**config.mk**
```make
export PLATFORM = sky130hd
export DESIGN_NAME = ps2_direction_decoder
export DESIGN_NICKNAME = d
export VERILOG_FILES = /design/src/rtl/pacman_input_pkg.sv /design/src/rtl/ps2_dir_arbiter.sv /design/src/rtl/ps2_direction_decoder.sv
export SDC_FILE = /design/constraint.sdc
export NUM_CORES = 1
export LEC_CHECK = 0
export BUFFER_PORTS_ARGS = -buffer_cell sky130_fd_sc_hd__buf_4
export CAP_MARGIN = 20
export CORE_UTILIZATION = 55
export DETAILED_ROUTE_END_ITERATION = 12
export GPL_TIMING_DRIVEN = 0
export PLACE_DENSITY = 0.78
export SETUP_SLACK_MARGIN = 0.02
export SKIP_LAST_GASP = 1
export SLEW_MARGIN = 10
export SYNTH_ARGS = -nofsm -noshare
export SYNTH_HDL_FRONTEND = slang
export SYNTH_SLANG_ARGS = --single-unit
```
**constraint.sdc**
```tcl
create_clock -name clock -period 3.3 [get_ports clock]
set_clock_uncertainty 0.15 [all_clocks]
set_input_delay 0.165 -clock clock [delete_from_list [all_inputs] [get_ports clock]]
set_output_delay 0.165 -clock clock [all_outputs]
set_load 0.005 [all_outputs]
```
**src/rtl/pacman_input_pkg.sv**
```systemverilog
// Shared PS/2 scan codes, decoder FSM states and direction encoding for the
// pacman input path, plus small key-map helper functions.
package pacman_input_pkg;

    localparam logic [7:0] SC_EXT   = 8'hE0;
    localparam logic [7:0] SC_BREAK = 8'hF0;
    localparam logic [7:0] SC_W     = 8'h1D;
    localparam logic [7:0] SC_A     = 8'h1C;
    localparam logic [7:0] SC_S     = 8'h1B;
    localparam logic [7:0] SC_D     = 8'h23;
    localparam logic [7:0] SC_P     = 8'h4D;
    localparam logic [7:0] SC_UP    = 8'h75;
    localparam logic [7:0] SC_RIGHT = 8'h74;
    localparam logic [7:0] SC_DOWN  = 8'h72;
    localparam logic [7:0] SC_LEFT  = 8'h6B;

    typedef enum logic [1:0] {
        IDLE    = 2'd0,
        BRK     = 2'd1,
        EXT     = 2'd2,
        EXT_BRK = 2'd3
    } ps2_state_e;

    typedef logic [1:0] dir_t;

    localparam dir_t DIR_UP    = 2'd0;
    localparam dir_t DIR_RIGHT = 2'd1;
    localparam dir_t DIR_DOWN  = 2'd2;
    localparam dir_t DIR_LEFT  = 2'd3;

    typedef struct packed {
        logic hit;
        dir_t dir;
    } key_map_t;

    // One-hot bit order matches the output ports: up, right, down, left.
    function automatic logic [3:0] dir_onehot(input dir_t d);
        logic [3:0] oh;
        case (d)
            DIR_UP:    oh = 4'b0001;
            DIR_RIGHT: oh = 4'b0010;
            DIR_DOWN:  oh = 4'b0100;
            DIR_LEFT:  oh = 4'b1000;
            default:   oh = 4'b0000;
        endcase
        return oh;
    endfunction

    function automatic key_map_t decode_wasd(input logic [7:0] code);
        key_map_t m;
        case (code)
            SC_W:    m = '{hit: 1'b1, dir: DIR_UP};
            SC_D:    m = '{hit: 1'b1, dir: DIR_RIGHT};
            SC_S:    m = '{hit: 1'b1, dir: DIR_DOWN};
            SC_A:    m = '{hit: 1'b1, dir: DIR_LEFT};
            default: m = '{hit: 1'b0, dir: DIR_UP};
        endcase
        return m;
    endfunction

    function automatic key_map_t decode_arrow(input logic [7:0] code);
        key_map_t m;
        case (code)
            SC_UP:    m = '{hit: 1'b1, dir: DIR_UP};
            SC_RIGHT: m = '{hit: 1'b1, dir: DIR_RIGHT};
            SC_DOWN:  m = '{hit: 1'b1, dir: DIR_DOWN};
            SC_LEFT:  m = '{hit: 1'b1, dir: DIR_LEFT};
            default:  m = '{hit: 1'b0, dir: DIR_UP};
        endcase
        return m;
    endfunction

endpackage

```
**src/rtl/ps2_dir_arbiter.sv**
```systemverilog
// Per-player held-key tracker: keeps the held mask and last-pressed direction
// and produces a registered one-hot (or all-zero) direction.
module ps2_dir_arbiter
    import pacman_input_pkg::*;
(
    input  logic       clock,
    input  logic       reset,
    input  logic       clear,
    input  logic       make,
    input  logic       brk,
    input  dir_t       dir,
    output logic [3:0] dir_oh
);

    logic [3:0] held_q, held_d;
    dir_t       last_q, last_d;
    logic [3:0] out_q,  out_d;

    // Clear is applied first so a key event in the same cycle still lands.
    always_comb begin
        held_d = clear ? 4'b0000 : held_q;
        last_d = clear ? DIR_UP  : last_q;
        if (make) begin
            held_d = held_d | dir_onehot(dir);
            last_d = dir;
        end else if (brk) begin
            held_d = held_d & ~dir_onehot(dir);
        end else begin
            held_d = held_d;
        end

        if ((held_d & dir_onehot(last_d)) != 4'b0000) begin
            out_d = dir_onehot(last_d);
        end else if (held_d[0]) begin
            out_d = 4'b0001;
        end else if (held_d[1]) begin
            out_d = 4'b0010;
        end else if (held_d[2]) begin
            out_d = 4'b0100;
        end else if (held_d[3]) begin
            out_d = 4'b1000;
        end else begin
            out_d = 4'b0000;
        end
    end

    // Held mask, last-pressed direction and output register.
    always_ff @(posedge clock) begin
        if (reset) begin
            held_q <= 4'b0000;
            last_q <= DIR_UP;
            out_q  <= 4'b0000;
        end else begin
            held_q <= held_d;
            last_q <= last_d;
            out_q  <= out_d;
        end
    end

    assign dir_oh = out_q;

endmodule

```
**src/rtl/ps2_direction_decoder.sv**
```systemverilog
// PS/2 byte stream to per-player direction levels and a pause toggle.
// Optional build macro KEY_TIMEOUT_EN clears held keys after an idle period.
module ps2_direction_decoder
    import pacman_input_pkg::*;
#(
    parameter logic [31:0] TIMEOUT_CYCLES = 32'd50_000_000
)(
    input  logic       clock,
    input  logic       reset,
    input  logic       ps2_key_pressed,
    input  logic [7:0] ps2_out,
    output logic       upSig,
    output logic       rightSig,
    output logic       downSig,
    output logic       leftSig,
    output logic       upSig2,
    output logic       rightSig2,
    output logic       downSig2,
    output logic       leftSig2,
    output logic       pauseButton
);

    ps2_state_e state_q, state_d, state_base_s;
    logic       pause_q, pause_d;
    logic       p_held_q, p_held_d, p_held_base_s;
    logic       make_s, brk_s, ext_s, p_hit_s;
    logic       timeout_s;
    key_map_t   wasd_s, arrow_s;
    logic [3:0] p0_oh_s, p1_oh_s;

`ifdef KEY_TIMEOUT_EN
    logic [31:0] idle_cnt_q, idle_cnt_d;

    // Idle counter restarts on every byte and saturates at the timeout.
    always_comb begin
        if (ps2_key_pressed) begin
            idle_cnt_d = 32'd0;
        end else if (idle_cnt_q < TIMEOUT_CYCLES) begin
            idle_cnt_d = idle_cnt_q + 32'd1;
        end else begin
            idle_cnt_d = idle_cnt_q;
        end
    end

    // Idle counter register.
    always_ff @(posedge clock) begin
        if (reset) begin
            idle_cnt_q <= 32'd0;
        end else begin
            idle_cnt_q <= idle_cnt_d;
        end
    end

    assign timeout_s = (idle_cnt_q == TIMEOUT_CYCLES);
`else
    // Timer compiled out; the parameter stays in the interface for both builds.
    assign timeout_s = (TIMEOUT_CYCLES == 32'd0) & 1'b0;
`endif

    // Prefix FSM: classify the byte as make/break, extended or not.
    always_comb begin
        state_base_s = timeout_s ? IDLE : state_q;
        state_d      = state_base_s;
        make_s       = 1'b0;
        brk_s        = 1'b0;
        ext_s        = 1'b0;
        if (ps2_key_pressed) begin
            case (state_base_s)
                IDLE: begin
                    if (ps2_out == SC_EXT) begin
                        state_d = EXT;
                    end else if (ps2_out == SC_BREAK) begin
                        state_d = BRK;
                    end else begin
                        make_s = 1'b1;
                    end
                end
                EXT: begin
                    if (ps2_out == SC_BREAK) begin
                        state_d = EXT_BRK;
                    end else begin
                        make_s  = 1'b1;
                        ext_s   = 1'b1;
                        state_d = IDLE;
                    end
                end
                BRK: begin
                    brk_s   = 1'b1;
                    state_d = IDLE;
                end
                EXT_BRK: begin
                    brk_s   = 1'b1;
                    ext_s   = 1'b1;
                    state_d = IDLE;
                end
                default: state_d = IDLE;
            endcase
        end else begin
            state_d = state_base_s;
        end
    end

    assign wasd_s  = decode_wasd(ps2_out);
    assign arrow_s = decode_arrow(ps2_out);
    assign p_hit_s = !ext_s && (ps2_out == SC_P);

    // Pause toggles only on a fresh P press; repeats are blocked by p_held.
    always_comb begin
        p_held_base_s = timeout_s ? 1'b0 : p_held_q;
        p_held_d      = p_held_base_s;
        pause_d       = pause_q;
        if (make_s && p_hit_s) begin
            if (!p_held_base_s) begin
                pause_d = ~pause_q;
            end else begin
                pause_d = pause_q;
            end
            p_held_d = 1'b1;
        end else if (brk_s && p_hit_s) begin
            p_held_d = 1'b0;
        end else begin
            p_held_d = p_held_base_s;
        end
    end

    // FSM state and pause registers.
    always_ff @(posedge clock) begin
        if (reset) begin
            state_q  <= IDLE;
            pause_q  <= 1'b0;
            p_held_q <= 1'b0;
        end else begin
            state_q  <= state_d;
            pause_q  <= pause_d;
            p_held_q <= p_held_d;
        end
    end

    ps2_dir_arbiter u_player0 (
        .clock  (clock),
        .reset  (reset),
        .clear  (timeout_s),
        .make   (make_s && !ext_s && wasd_s.hit),
        .brk    (brk_s && !ext_s && wasd_s.hit),
        .dir    (wasd_s.dir),
        .dir_oh (p0_oh_s)
    );

    ps2_dir_arbiter u_player1 (
        .clock  (clock),
        .reset  (reset),
        .clear  (timeout_s),
        .make   (make_s && ext_s && arrow_s.hit),
        .brk    (brk_s && ext_s && arrow_s.hit),
        .dir    (arrow_s.dir),
        .dir_oh (p1_oh_s)
    );

    assign upSig       = p0_oh_s[0];
    assign rightSig    = p0_oh_s[1];
    assign downSig     = p0_oh_s[2];
    assign leftSig     = p0_oh_s[3];
    assign upSig2      = p1_oh_s[0];
    assign rightSig2   = p1_oh_s[1];
    assign downSig2    = p1_oh_s[2];
    assign leftSig2    = p1_oh_s[3];
    assign pauseButton = pause_q;

endmodule
```
==> results of run 1 <==
## worst paths after layout
kind,depth (start not counted),end
setup / recovery,7,u_player1.dir_oh[2]
hold / removal,6,state_base_s[1]
setup reg to reg,7,u_player1.dir_oh[2]
hold reg to reg,2,state_base_s[1]
## registers in the layout, summed over array words and instances, names as in the netlist
name / cells
u_player1.held_q: 4
state_base_s: 2
u_player0.held_q: 4
u_player0.dir_oh: 4
u_player0.last_q: 2
pauseButton: 1
u_player1.dir_oh: 4
u_player1.last_q: 2
p_held_base_s: 1
## final cells by class
type,instances,area [um2],area share
Timing Repair Buffer,21,163,0.103
Tap cell,28,35.0,0.0222
Multi-Input combinational cell,123,831,0.526
Inverter,3,11.3,0.00713
Clock buffer,4,36.3,0.0230
Buffer,5,22.5,0.0143
Sequential cell,24,480,0.304
## logic make-up (layout without fill, tap and decap cells)
| kind of cell | after synthesis | count (layout) | share of synthesized area |
|---|---|---|---|
| muxes | 4 | 4 | 0.0298 |
| DFF | 24 | 24 | 0.357 |
| xor gates and xnor gates | 1 | 1 | 0.00651 |
| buffers and inverters | 8 | 33 | 0.0251 |
| AOI/OAI and AO/OA | 39 | 39 | 0.231 |
| and+or+nand+nor | 79 | 79 | 0.351 |
## routing by layer
metal | global-route usage | part of all wire | vias up
li1 | - | - | 629
met1 | 0.359 | 0.50 | 613
met2 | 0.413 | 0.45 | 35
met3 | 0.0417 | 0.048 | 2
met4 | 0.0495 | 0.0038 | 0
met5 | 0 | 0 | -
## repair_timing
action,CTS,global route
hold endpoints to repair,2,1
setup endpoints to repair,0,0
hold buffers,1,1
## per-stage QoR
step | utilization | std cells
floorplan | - | 155
global placement | 0.675 | 202
detailed placement | 0.675 | 202
CTS | 0.696 | 207
global route | 0.700 | 208
finish | 0.700 | 208
## worst max-delay path: cells and delay by family (launching register included)
kind	cells	cell delay [ns]
flops	1	0.33
simple gates	3	0.83
buf+inv	1	0.34
compound gates	3	0.62
## layout by cell type, fill, tap and decap left out, types with 2 or more instances in the layout
cell type,Yosys,layout
dfxtp_1,24,24
nor2_1,23,23
buf_4,1,20
nand2_1,8,8
nand3_1,8,8
nor2b_1,7,7
o21ai_0,6,6
clkbuf_1,4,4
nand4_1,4,4
a21oi_1,4,4
nor3_1,4,4
mux2i_1,4,4
and2_1,3,3
inv_1,3,3
nand4b_1,3,3
nand2b_1,3,3
clkbuf_4,0,3
nand4bb_1,2,2
and4bb_4,2,2
a31oi_1,2,2
o22a_1,2,2
o21a_1,2,2
and3b_1,2,2
a32oi_1,2,2
a2bb2oi_1,2,2
a21boi_0,2,2
or2_2,2,2
a2111oi_2,2,2
dlygate4sd3_1,0,2
## power groups by stage
stage	logic [mW]	clock network, mW	registers, mW
2_1_floorplan	0.0295	0	0.297
3_3_place_gp	0.0502	0	0.297
3_5_place_dp	0.0520	0	0.297
4_1_cts	0.0532	0.159	0.290
5_1_grt	0.0595	0.172	0.291
6_report	0.0550	0.156	0.290
==> flow_summary_export.csv, run 1 <==
group,metric,value,unit
outcome,status,"finished clean",
synthesis,syn_area,1350,um2
synthesis,ys_ff_latch,24,
worst_setup_path,slowest_stage,"a22oi_1",
synthesis,synthArstFlopShare,0,
worst_setup_path,required,3.40,ns
floorplan,ios,20,
clock_tree,clk_pin_slew,0.13,ns
floorplan,die_h,51.5,um
synthesis,synth_warnings,0,
timing,fin_crit,2.33,ns
timing,finalWorstSetupSlack,0.973,ns
clock_tree,cts_tree,"yes",
route,drt_iter0_markers,36,
placed_design,dpl.hpwl,2.31,mm
synthesis,syn_nets,166,
timing,setup_viol_count_final,0,
synthesis,yosysSeqAreaShare,0.357,
synthesis,netlist_instances,155,
pwr,p_total,0.501,mW
clock_tree,worstSkewPairLatency,0.31,ns
route,wl_per_cell,15.1,um
worst_setup_path,critPathKind,"reg2reg",
synthesis,synth_cell_type_count,51,
grt,grtUsageTotal,0.257,
pwr,irDropWorstVdd,0.309,mV
floorplan,core-area,2250,um2
route,drc,0,
timing,hold_viol_final,0,
pwr,p_sw_frac,0.240,
worst_setup_path,r2r_slack,0.97,ns
worst_setup_path,end_kind,"flop",
worst_setup_path,startpoint,"state_base_s[0]",
synthesis,ys_top_cells_by_count,"dfxtp_1, nor2_1, nand2_1, nand3_1, nor2b_1",
route,vias,1279,
clock_tree,cts_buffers,3,
placed_design,place_area,1520,um2
clock_tree,clockBufferDepth,2,
hold_path,hp-class,"in2reg",
cells_and_area,final.fill_count,196,
timing,fmax,430,MHz
clock_tree,postCtsSetupRepairBufs,0,
pwr,clockPowerShare,0.311,
synthesis,netlist_top_cells_area,"dfxtp_1, nor2_1, nor2b_1",
worst_setup_path,crit_path_cell_trace,"clkbuf_1 > nand3_1 > or3_1 > a22oi_1 > and2_1 > o21ai_0 > a21boi_1",
pwr,power_density,318,nW/um2
route,dr.pass1.iters,4,
synthesis,avgSynthCellArea,8.68,um2
cells_and_area,final_nets,192,
grt,overflow,0,
clock_tree,clock_sinks,24,
synthesis,post-synth-top-count-cell,"dfxtp_1",
route,antenna_left,0,
timing,period_share,0.705,
pwr,power_frac_seq,0.579,
synthesis,synth-edff-count,0,
worst_setup_path,max_stage_delay,0.40,ns
placed_design,pre_cts_ws,1.01,ns
cells_and_area,design_area,1580,um2
floorplan,num_rows,17,
cells_and_area,antenna_cells,0,
placed_design,io_buffer_count,19,
timing,rsz0062_at_grt,"false",
pwr,netSwitchingPower,0.121,mW
synthesis,synth_area_leader_cell,"dfxtp_1",
clock_tree,cts_root_buffer,"clkbuf_4",
pwr,p_int,0.381,mW
worst_setup_path,cp.arrival,2.43,ns
cells_and_area,drive_gt1_frac,0.200,
grt,grt_pass1_vias,1162,
hold_path,hp-start,"ps2_out[0]",
timing,maxSlewHeadroom,0.584,
timing,tightest_slew,0.623,ns
placed_design,place_congestion,0.876,
worst_setup_path,cp_max_fo,9,
route,via_per_inst,6.15,
grt,grt_max_degree,14,
route,drt_wl_total,3.14,mm
clock_tree,htreeDepth,1,
pwr,power.leakage,0.594,nW
run,drv_cap,0,
worst_setup_path,r2r-start,"state_base_s[0]",
floorplan,die_w,51.5,um
timing,hold_slack,0.195,ns
timing,finalSetupTns,0,ns
pwr,p_comb_frac,0.110,
clock_tree,ctsResizeCount,0,
grt,grt_pass1_wl,5.13,mm
synthesis,synth_top_area_frac,0.357,
floorplan,dieArea,2650,um2
grt,antenna_found_initial,0,
worst_setup_path,crit_path_start_kind,"flop",
cells_and_area,syn2layout_area_growth,17.4,%
floorplan,start_util,0.597,
timing,maxSlewViolCount,0,
synthesis,synth-main-ff-cell,"dfxtp_1",
No activity file was read; power rests on OpenSTA's default activity.
==> run 2, diff against run 1 <==
clock period = 2.4 ns   (was 3.3 ns; I/O delays follow)
==> flow_summary_export.csv, run 2 (same netlist as run 1, synthesis figures left out) <==
group,metric,value,unit
hold_path,hp-class,"in2reg",
grt,grt_max_degree,14,
cells_and_area,antenna_cells,0,
route,drt_iter0_markers,43,
worst_setup_path,cp_max_fo,7,
cells_and_area,drive_gt1_frac,0.218,
timing,rsz0062_at_grt,"false",
cells_and_area,final_common_cell,"dfxtp_1",
placed_design,place_congestion,0.876,
grt,overflow,0,
timing,maxSlewViolCount,0,
grt,grt_pass1_wl,5.18,mm
grt,grtUsageTotal,0.259,
timing,hold_viol_final,0,
route,drc,0,
clock_tree,clockBufferDepth,2,
cells_and_area,mostFrequentLayoutCells,"dfxtp_1, nor2_1, buf_4",
route,wl_per_cell,15.5,um
cells_and_area,syn2layout_area_growth,18.0,%
worst_setup_path,cp.arrival,2.32,ns
clock_tree,clock_sinks,24,
placed_design,io_buffer_count,19,
pwr,power.leakage,0.595,nW
clock_tree,worstSkewPairLatency,0.31,ns
route,vias,1283,
route,dr.pass1.iters,4,
floorplan,start_util,0.597,
floorplan,die_w,51.5,um
run,drv_cap,0,
placed_design,placed_cells,202,
floorplan,core-area,2250,um2
pwr,p_total,0.692,mW
pwr,power_density,436,nW/um2
timing,fmax,445,MHz
timing,tightest_slew,0.633,ns
clock_tree,clk_pin_slew,0.14,ns
cells_and_area,final.fill_count,196,
route,drt_wl_total,3.20,mm
route,antenna_left,0,
floorplan,die_h,51.5,um
grt,antenna_found_initial,0,
grt,grt_pass1_vias,1166,
timing,maxSlewHeadroom,0.577,
floorplan,dieArea,2650,um2
worst_setup_path,crit_path_start_kind,"input pin",
floorplan,num_rows,17,
timing,fin_crit,2.25,ns
timing,setup_viol_count_final,0,
floorplan,ios,20,
worst_setup_path,end_kind,"flop",
clock_tree,cts_tree,"yes",
clock_tree,cts_root_buffer,"clkbuf_4",
timing,finalSetupTns,0,ns
pwr,irDropWorstVdd,0.424,mV
clock_tree,htreeDepth,1,
outcome,status,"finished clean",
placed_design,dpl.hpwl,2.31,mm
placed_design,place_area,1520,um2
cells_and_area,design_area,1590,um2
clock_tree,cts_buffers,3,
cells_and_area,final_nets,191,
route,via_per_inst,6.20,
worst_setup_path,required,2.47,ns
worst_setup_path,critPathKind,"in2reg",
cells_and_area,fin_cells,207,
timing,period_share,0.937,
timing,hold_slack,0.151,ns
==> run 2: cell types whose count changed in the layout (fill, tap and decap cells not counted) <==
cell	delta
a2bb2oi_2	+1
clkbuf_1	-1
o22a_1	-1
a22oi_2	+1
a22oi_1	-1
a2bb2oi_1	-1
o22a_2	+1
==> run 2: cell type report <==
class,instances,area (um2),share of cell area
buffer,4,18.8,0.0118
clock buffer,4,36.3,0.0229
inverter,3,11.3,0.00709
multi-input combinational,123,843,0.531
sequential,24,480,0.303
tap,28,35.0,0.0221
timing repair buffer,21,163,0.102
==> run 2: final timing paths <==
path	start	to	slack (ns)	cells past startpoint
max reg2reg	state_base_s[1]	u_player0.dir_oh[0]	0.18	6
max	ps2_key_pressed	u_player0.dir_oh[0]	0.15	8
min	ps2_out[3]	state_base_s[1]	0.15	6
min reg2reg	state_base_s[1]	state_base_s[1]	0.37	2
==> run 2: power by group <==
part / switching (mW) / internal (mW)
Combinational: 0.0437 / 0.0326
Sequential: 0.000304 / 0.399
Clock: 0.123 / 0.0925
Total: 0.167 / 0.524
==> run 2: routing by layer <==
metal	wire, um	GRT usage
met3	177	0.0417
met4	12	0.0495
met5	0	0
met1	1560	0.359
met2	1460	0.422
==> run 2: per-stage QoR <==
step | util | worst slack (ns)
floorplan | - | 0.435
global placement | 0.675 | 0.173
detailed placement | 0.675 | 0.107
CTS | 0.700 | 0.0736
global route | 0.704 | 0.0615
finish | 0.704 | 0.151
==> run 2: critical path, stage by stage <==
cell and delay (ns):
dlygate4sd3_1 0.53, buf_4 0.15, nand2b_1 0.16, a311o_1 0.45, nor3_4 0.26, o21a_4 0.19
mux2i_1 0.10, a2111oi_2 0.36
==> run 2: what timing repair did <==
action / 4_1_cts / 5_1_grt
hold endpoints to repair: 3 / 0
resized for setup: 0 / 3
setup endpoints to repair: 0 / 6
setup buffers: 0 / 0
hold buffers: 2 / 0
==> run 3, diff against run 2 <==
RECOVER_POWER = 100   (was not set)
SETUP_SLACK_MARGIN = not set   (was 0.02)
==> flow_summary_export.csv, run 3 (same netlist as run 1, synthesis figures left out) <==
group,metric,value,unit
outcome,status,"finished clean",
floorplan,num_rows,17,
floorplan,die_w,51.5,um
grt,grt_pass1_wl,5.18,mm
pwr,power_frac_seq,0.578,
timing,finalWorstSetupSlack,0.115,ns
worst_setup_path,cp.arrival,2.35,ns
pwr,p_comb_frac,0.110,
route,vias,1280,
cells_and_area,drive_gt1_frac,0.207,
timing,hold_viol_final,0,
cells_and_area,final_common_cell,"dfxtp_1",
clock_tree,cts_buffers,3,
pwr,power_density,437,nW/um2
clock_tree,clk_pin_slew,0.14,ns
placed_design,pre_cts_ws,0.107,ns
route,via_per_inst,6.18,
timing,hold_slack,0.158,ns
floorplan,ios,20,
clock_tree,htreeDepth,1,
pwr,power.leakage,0.589,nW
clock_tree,worstSkewPairLatency,0.31,ns
route,antenna_left,0,
clock_tree,clock_sinks,24,
floorplan,dieArea,2650,um2
clock_tree,cts_root_buffer,"clkbuf_4",
grt,overflow,0,
grt,grt_max_degree,14,
timing,period_share,0.952,
timing,maxSlewHeadroom,0.573,
pwr,irDropWorstVdd,0.425,mV
timing,fmax,438,MHz
cells_and_area,final.fill_count,198,
clock_tree,cts_tree,"yes",
route,drt_iter0_markers,43,
floorplan,die_h,51.5,um
pwr,p_total,0.691,mW
cells_and_area,final_nets,191,
run,drv_cap,0,
placed_design,place_congestion,0.876,
timing,maxSlewViolCount,0,
timing,tightest_slew,0.639,ns
pwr,p_int,0.524,mW
grt,antenna_found_initial,0,
cells_and_area,syn2layout_area_growth,17.6,%
route,drt_wl_total,3.19,mm
timing,finalSetupTns,0,ns
timing,fin_crit,2.28,ns
cells_and_area,mostFrequentLayoutCells,"dfxtp_1, nor2_1, clkbuf_4",
worst_setup_path,end_kind,"flop",
pwr,netSwitchingPower,0.167,mW
route,dr.pass1.iters,4,
grt,grtUsageTotal,0.259,
timing,rsz0062_at_grt,"false",
clock_tree,clockBufferDepth,2,
floorplan,start_util,0.597,
worst_setup_path,required,2.47,ns
worst_setup_path,cp_max_fo,7,
cells_and_area,antenna_cells,0,
placed_design,dpl.hpwl,2.31,mm
route,wl_per_cell,15.4,um
grt,grt_pass1_vias,1166,
worst_setup_path,critPathKind,"in2reg",
route,drc,0,
worst_setup_path,crit_path_start_kind,"input pin",
timing,setup_viol_count_final,0,
pwr,clockPowerShare,0.312,
pwr,p_sw_frac,0.242,
placed_design,io_buffer_count,19,
floorplan,core-area,2250,um2
hold_path,hp-class,"in2reg",
==> run 3: changes by cell type in the layout (fill, tap and decap cells not counted), sizes merged <==
cell | before | now
clkbuf | 7 | 17
buf | 20 | 10
==> run 3: power by group through the flow <==
| stage | Sequential [mW] | Clock, mW | Combinational (mW) |
|---|---|---|---|
| after global placement | 0.408 | 0 | 0.0690 |
| after floorplan | 0.408 | 0 | 0.0406 |
| after detailed placement | 0.408 | 0 | 0.0715 |
| final | 0.399 | 0.216 | 0.0761 |
| after CTS | 0.399 | 0.219 | 0.0744 |
| after global routing | 0.400 | 0.237 | 0.0821 |
==> run 3: worst max-delay path, cell delays in order <==
cell and delay (ns):
dlygate4sd3_1 0.53, buf_4 0.15, nand2b_1 0.16, a311o_1 0.45, nor3_4 0.26, o22a_1 0.27
nor3_1 0.09, a2111oi_2 0.32
==> run 3: worst paths after layout <==
kind                         from                   to  slack (ns)  depth (start not counted)
setup / recovery  ps2_key_pressed  u_player0.dir_oh[0]        0.12                          8
hold / removal         ps2_out[3]      state_base_s[1]        0.16                          6
setup reg to reg  state_base_s[1]  u_player0.dir_oh[0]        0.15                          6
hold reg to reg   state_base_s[1]      state_base_s[1]        0.37                          2
==> run 3: metrics by stage <==
stage	cells	util	cell area, um2
3_3_place_gp	202	0.675	1520
4_1_cts	208	0.700	1580
2_1_floorplan	155	-	1350
6_report	207	0.701	1580
3_5_place_dp	202	0.675	1520
5_1_grt	207	0.701	1580
==> run 3: layout make-up <==
| cell class | instances | area [um2] | share of cell area |
|---|---|---|---|
| buffer | 4 | 18.8 | 0.0119 |
| multi-input combinational | 123 | 837 | 0.529 |
| tap | 28 | 35.0 | 0.0222 |
| timing repair buffer | 21 | 163 | 0.103 |
| clock buffer | 4 | 36.3 | 0.0229 |
| inverter | 3 | 11.3 | 0.00712 |
| sequential | 24 | 480 | 0.304 |
==> run 3: repair_timing <==
action | 4_1_cts | 5_1_grt
endpoints found under the hold margin | 3 | 0
endpoints found under the setup margin | 0 | 6
buffers inserted | 0 | 0
hold buffers | 2 | 0
resized for setup | 0 | 2
==> run 3: layer usage <==
metal	vias up	global-route usage	wire length (um)
met3	2	0.0417	231
li1	629	-	-
met4	0	0.0495	12
met1	603	0.359	1490
met2	46	0.422	1450
met5	-	0	0
